==> src/rtl/tone_mixer.sv <==
// tone_mixer: four square-wave voices summed into an unsigned mix, latched at
// a fixed sample rate and also driven out as 1-bit PWM.
// tone_voice is the per-voice counter/phase; tone_mixer instantiates four of
// them and owns the mixer, sample divider and PWM ramp.

// tone_voice: one square-wave voice with a half-period of i_freq clocks.
module tone_voice #(
    parameter int AMP = 63
) (
    input  logic       clk,
    input  logic       reset_n,
    input  logic [7:0] i_freq,
    output logic [7:0] o_level
);
    localparam logic [7:0] LVL = 8'(AMP);

    logic [7:0] r_cnt;
    logic       r_phase;
    logic       w_on;
    logic       w_wrap;

    // '>=' (not '==') lets a shrinking half-period wrap on the very next
    // clock instead of running the counter up to 255 first.
    assign w_on   = (i_freq != 8'd0);
    assign w_wrap = w_on && (r_cnt >= (i_freq - 8'd1));

    // Half-period counter and phase; silence parks the voice at phase 0.
    always_ff @(posedge clk) begin
        if (!reset_n) begin
            r_cnt   <= 8'd0;
            r_phase <= 1'b0;
        end else if (!w_on) begin
            r_cnt   <= 8'd0;
            r_phase <= 1'b0;
        end else if (w_wrap) begin
            r_cnt   <= 8'd0;
            r_phase <= ~r_phase;
        end else begin
            r_cnt   <= r_cnt + 8'd1;
        end
    end

    assign o_level = r_phase ? LVL : 8'd0;
endmodule

module tone_mixer #(
    parameter int AMP        = 63,
    parameter int SAMPLE_DIV = 256
) (
    input  logic       clk,
    input  logic       reset_n,
    input  logic [7:0] freq1,
    input  logic [7:0] freq2,
    input  logic [7:0] freq3,
    input  logic [7:0] freq4,
    output logic [3:0] voice_active,
    output logic [9:0] mix,
    output logic [9:0] sample,
    output logic       sample_valid,
    output logic       pwm
);
    localparam int          NUM_VOICES = 4;
    localparam logic [15:0] DIV_LAST   = 16'(SAMPLE_DIV - 1);

    logic [NUM_VOICES-1:0][7:0] w_freq;
    logic [NUM_VOICES-1:0][7:0] w_level;
    logic [NUM_VOICES-1:0]      w_active;
    logic [9:0]                 w_sum;
    logic                       w_strobe;

    logic [3:0]  r_active;
    logic [9:0]  r_mix;
    logic [15:0] r_div;
    logic [9:0]  r_sample;
    logic        r_valid;
    logic [9:0]  r_ramp;
    logic        r_pwm;

    assign w_freq = {freq4, freq3, freq2, freq1};

    generate
        for (genvar v = 0; v < NUM_VOICES; v++) begin : g_voice
            tone_voice #(.AMP(AMP)) u_voice (
                .clk     (clk),
                .reset_n (reset_n),
                .i_freq  (w_freq[v]),
                .o_level (w_level[v])
            );
            assign w_active[v] = (w_freq[v] != 8'd0);
        end
    endgenerate

    // Sum of voice levels; 4*255 = 1020 always fits in 10 bits.
    always_comb begin
        w_sum = 10'd0;
        for (int v = 0; v < NUM_VOICES; v++) begin
            w_sum = w_sum + {2'b00, w_level[v]};
        end
    end

    assign w_strobe = (r_div == DIV_LAST);

    // Registered voice-active flags and mix.
    always_ff @(posedge clk) begin
        if (!reset_n) begin
            r_active <= 4'd0;
            r_mix    <= 10'd0;
        end else begin
            r_active <= w_active;
            r_mix    <= w_sum;
        end
    end

    // Sample divider: latch mix once every SAMPLE_DIV clocks with a strobe.
    always_ff @(posedge clk) begin
        if (!reset_n) begin
            r_div    <= 16'd0;
            r_sample <= 10'd0;
            r_valid  <= 1'b0;
        end else begin
            r_div   <= w_strobe ? 16'd0 : (r_div + 16'd1);
            r_valid <= w_strobe;
            if (w_strobe) begin
                r_sample <= r_mix;
            end
        end
    end

    // Free-running 10-bit ramp compared against the held sample.
    always_ff @(posedge clk) begin
        if (!reset_n) begin
            r_ramp <= 10'd0;
            r_pwm  <= 1'b0;
        end else begin
            r_ramp <= r_ramp + 10'd1;
            r_pwm  <= (r_ramp < r_sample);
        end
    end

    assign voice_active = r_active;
    assign mix          = r_mix;
    assign sample       = r_sample;
    assign sample_valid = r_valid;
    assign pwm          = r_pwm;
endmodule
==> config.mk <==
export PLATFORM = sky130hd
export DESIGN_NAME = tone_mixer
export DESIGN_NICKNAME = d
export VERILOG_FILES = /design/src/rtl/tone_mixer.sv
export SDC_FILE = /design/constraint.sdc
export NUM_CORES = 1
export LEC_CHECK = 0
export ABC_AREA = 1
export CORE_ASPECT_RATIO = 0.75
export CORE_MARGIN = 8
export CORE_UTILIZATION = 50
export CTS_BUF_LIST = sky130_fd_sc_hd__clkbuf_4
export DETAILED_ROUTE_END_ITERATION = 12
export GPL_ROUTABILITY_DRIVEN = 0
export PLACE_DENSITY = 0.71
export SKIP_LAST_GASP = 1
export SYNTH_ARGS = -nofsm -noshare
export SYNTH_HDL_FRONTEND = slang
export SYNTH_HIERARCHICAL = 1
export SYNTH_SLANG_ARGS = --single-unit
==> constraint.sdc <==
create_clock -name clk -period 3.7 [get_ports clk]
set_input_delay 0.74 -clock clk [delete_from_list [all_inputs] [get_ports clk]]
set_output_delay 0.74 -clock clk [all_outputs]
set_load 0.1 [all_outputs]
==> reports/metrics.cfg <==
[cells_and_area]
stdcell_count=1054
fillers=1141
nets=997
diodes=0
layout_common_cells=nand2_1 (168), inv_1 (151), nor2_1 (112)
layout_commonest_cell=nand2_1
drive_gt1_frac=0.07658
areaGrowthSynthToFinish_pct=10.87

[yosys]
synth_seq_cells=88
synth_compound_area_frac=0.03280
synthSimpleGateAreaFrac=0.2971
syn_area_mm2=0.006409
synth_top_area_cell=dfxtp_1
synthCells=847
avgSynthCellArea_um2=7.566
synth_top_family_by_area=simple AND/OR/NAND/NOR gates
seq_area_frac_synth=0.2749
muxShareOfSynthArea=0
synth_top_area_share=0.2749
synth_area_leaders=dfxtp_1 (27%), ha_1 (12%), nand2_1 (9.8%)
yosys_warnings=6
synth_xor_area_frac=0.08395
synth_cell_type_count=37
synth_fa_ha_area_frac=0.1749

[place]
dp.cells=1038
portBuffers=59
place_hpwl_um=8824

[worst_setup_path]
crit_fanout=8
worstSetupStartpointType=register
critPathRequiredTime_ns=4.07
worstPathArrival_ns=3.26
path_class=reg2reg
endpoint_kind=register

[status]
outcome=completed

[pwr]
power_mw=2.092
vdd_ir_drop_max_mv=0.1835
power_density_mw_per_mm2=294.5
leakage_nw=3.293

[timing]
period_needed_ns=2.889
slew_headroom=0.3383
finalSetupTns_ns=0
post-route-period-util=0.7809
max_freq_mhz=346.1
hold_viol_final=0
slew_viol_final=0
setup_viol=0
tightest_slew_ns=0.9895
rsz0062_at_grt=no
fin_skew_ns=0.01740

[cts]
cts_sinks=88
cts_resized=0
postCtsHoldBufs=0
clk_pin_slew_worst_paths_ns=0.15
cts_tree=built
clk_latency_ns=0.45
clk_path_buf_depth=2
cts_buffers=9
h-tree-depth=3
clockRootBuffer=clkbuf_4
cts_setup_buffers=0

[detailed_routing]
avgViaCountPerCell=4.495
post_drt_wl_per_cell_um=10.38
drcViolationCount=0
first_pass_iters=4
routed_wl_um=10940
drtIter0Drc=151
drtAntennaViolNets=0
route.vias.total=4738

[die]
fp.dieH_um=114.0
die_w_um=146.7
rows=35
ios=60
initial_core_util=0.5171
coreArea_mm2=0.01239
die-area_mm2=0.01673

[global_route]
grt_pass1_vias=4605
grt_pass1_wl_um=20030
grt_max_degree=25
gr-usage-all-layers=0.1405
grt_overflow=0
antenna_found_initial=0

[run]
drv_cap=0

[hold_path]
hp-class=reg2reg

==> Yosys cell counts <==
| library cell | instances |
|---|---|
| nand4_4 | 8 |
| conb_1 | 4 |
| nor4_1 | 8 |
| buf_2 | 2 |
| and2_4 | 4 |
| inv_1 | 151 |
| nand3_2 | 8 |
| nor3b_1 | 1 |
| xor2_1 | 32 |
| ha_1 | 64 |
| inv_2 | 2 |
| dfxtp_1 | 88 |
| or2_2 | 1 |
| nor2_2 | 7 |
| nand3_1 | 27 |
| nor3_1 | 5 |
| o21ai_0 | 4 |
| nand2_4 | 2 |
| nand2_2 | 6 |
| buf_4 | 34 |
| nand3b_1 | 3 |
| and2_1 | 5 |
| nand2_1 | 168 |
| nor2_1 | 112 |
| buf_6 | 1 |
| nand3_4 | 1 |
| a21oi_1 | 29 |
| o21a_1 | 5 |
| xnor2_1 | 22 |
| nor2_4 | 6 |
| nor2_8 | 1 |
| buf_1 | 1 |
| nand4_1 | 13 |
| clkbuf_1 | 1 |
| xnor2_2 | 4 |
| o21bai_1 | 1 |
| fa_1 | 16 |
==> cells by family (layout without fill, tap and decap cells) <==
family | count (synthesis) | count (layout)
XOR/XNOR | 58 | 58
flip-flops | 88 | 88
AO/OA/AOI/OAI | 39 | 39
buffers and inverters | 192 | 229
other | 4 | 8
adder cells (fa/ha/maj) | 80 | 80
AND/OR/NAND/NOR | 386 | 386
==> routing by layer <==
metal / track usage / routed length, um
met1: 0.1884 / 5866
met2: 0.2172 / 4448
met3: 0.04153 / 518
met4: 0.03354 / 109
met5: 0 / 0
==> critical path, stage by stage (launching register included) <==
cell,delay [ns]
dfxtp_1,0.52
inv_1,0.11
fa_1,0.54
inv_1,0.05
fa_1,0.50
ha_1,0.17
inv_1,0.06
fa_1,0.42
o21bai_1,0.27
nand2_1,0.08
nand2_1,0.06
nor2_1,0.04
==> where the power goes <==
| part | switching, mW | internal (mW) |
|---|---|---|
| Clock | 0.345 | 0.286 |
| Sequential | 0.0302 | 0.982 |
| Combinational | 0.284 | 0.166 |
==> per-stage QoR <==
step / setup WS (ns) / utilization / cell area [um^2] / hold WS (ns)
CTS: 0.7882 / 0.5733 / 7106 / 0.4467
global route: 0.6756 / 0.5733 / 7106 / 0.4703
detailed placement: 0.7784 / 0.5600 / 6940 / 0.4365
global placement: 0.8432 / 0.5600 / 6940 / 0.4308
finish: 0.8107 / 0.5733 / 7106 / 0.4559
floorplan: 0.9804 / - / 6424 / 0.4175
==> final timing paths <==
path | start | end | slack, ns | cells after the start
worst max register to register | g_voice[0].u_voice/r_phase | mix[5] | 0.81 | 11
worst min register to register | mix[8] | sample[8] | 0.46 | 2
worst min-delay path | mix[8] | sample[8] | 0.46 | 2
worst max-delay path | g_voice[0].u_voice/r_phase | mix[5] | 0.81 | 11
==> layout make-up <==
type	instances	area (um^2)	share of cell area
Clock buffer	10	75.07	0.01057
Clock inverter	6	90.09	0.01268
Inverter	153	574.3	0.08082
Multi-Input combinational cell	571	3804	0.5353
Sequential cell	88	1762	0.2479
Tap cell	166	207.7	0.02923
Timing Repair Buffer	60	593.1	0.08347
==> state kept, by name, indices dropped and copies added, names as in the netlist <==
| name | cells |
|---|---|
| g_voice.u_voice/r_cnt | 32 |
| mix | 10 |
| pwm | 1 |
| voice_active | 4 |
| r_ramp | 10 |
| sample_valid | 1 |
| sample | 10 |
| r_div | 16 |
| g_voice.u_voice/r_phase | 4 |
Power figures use the tool's default switching activity.
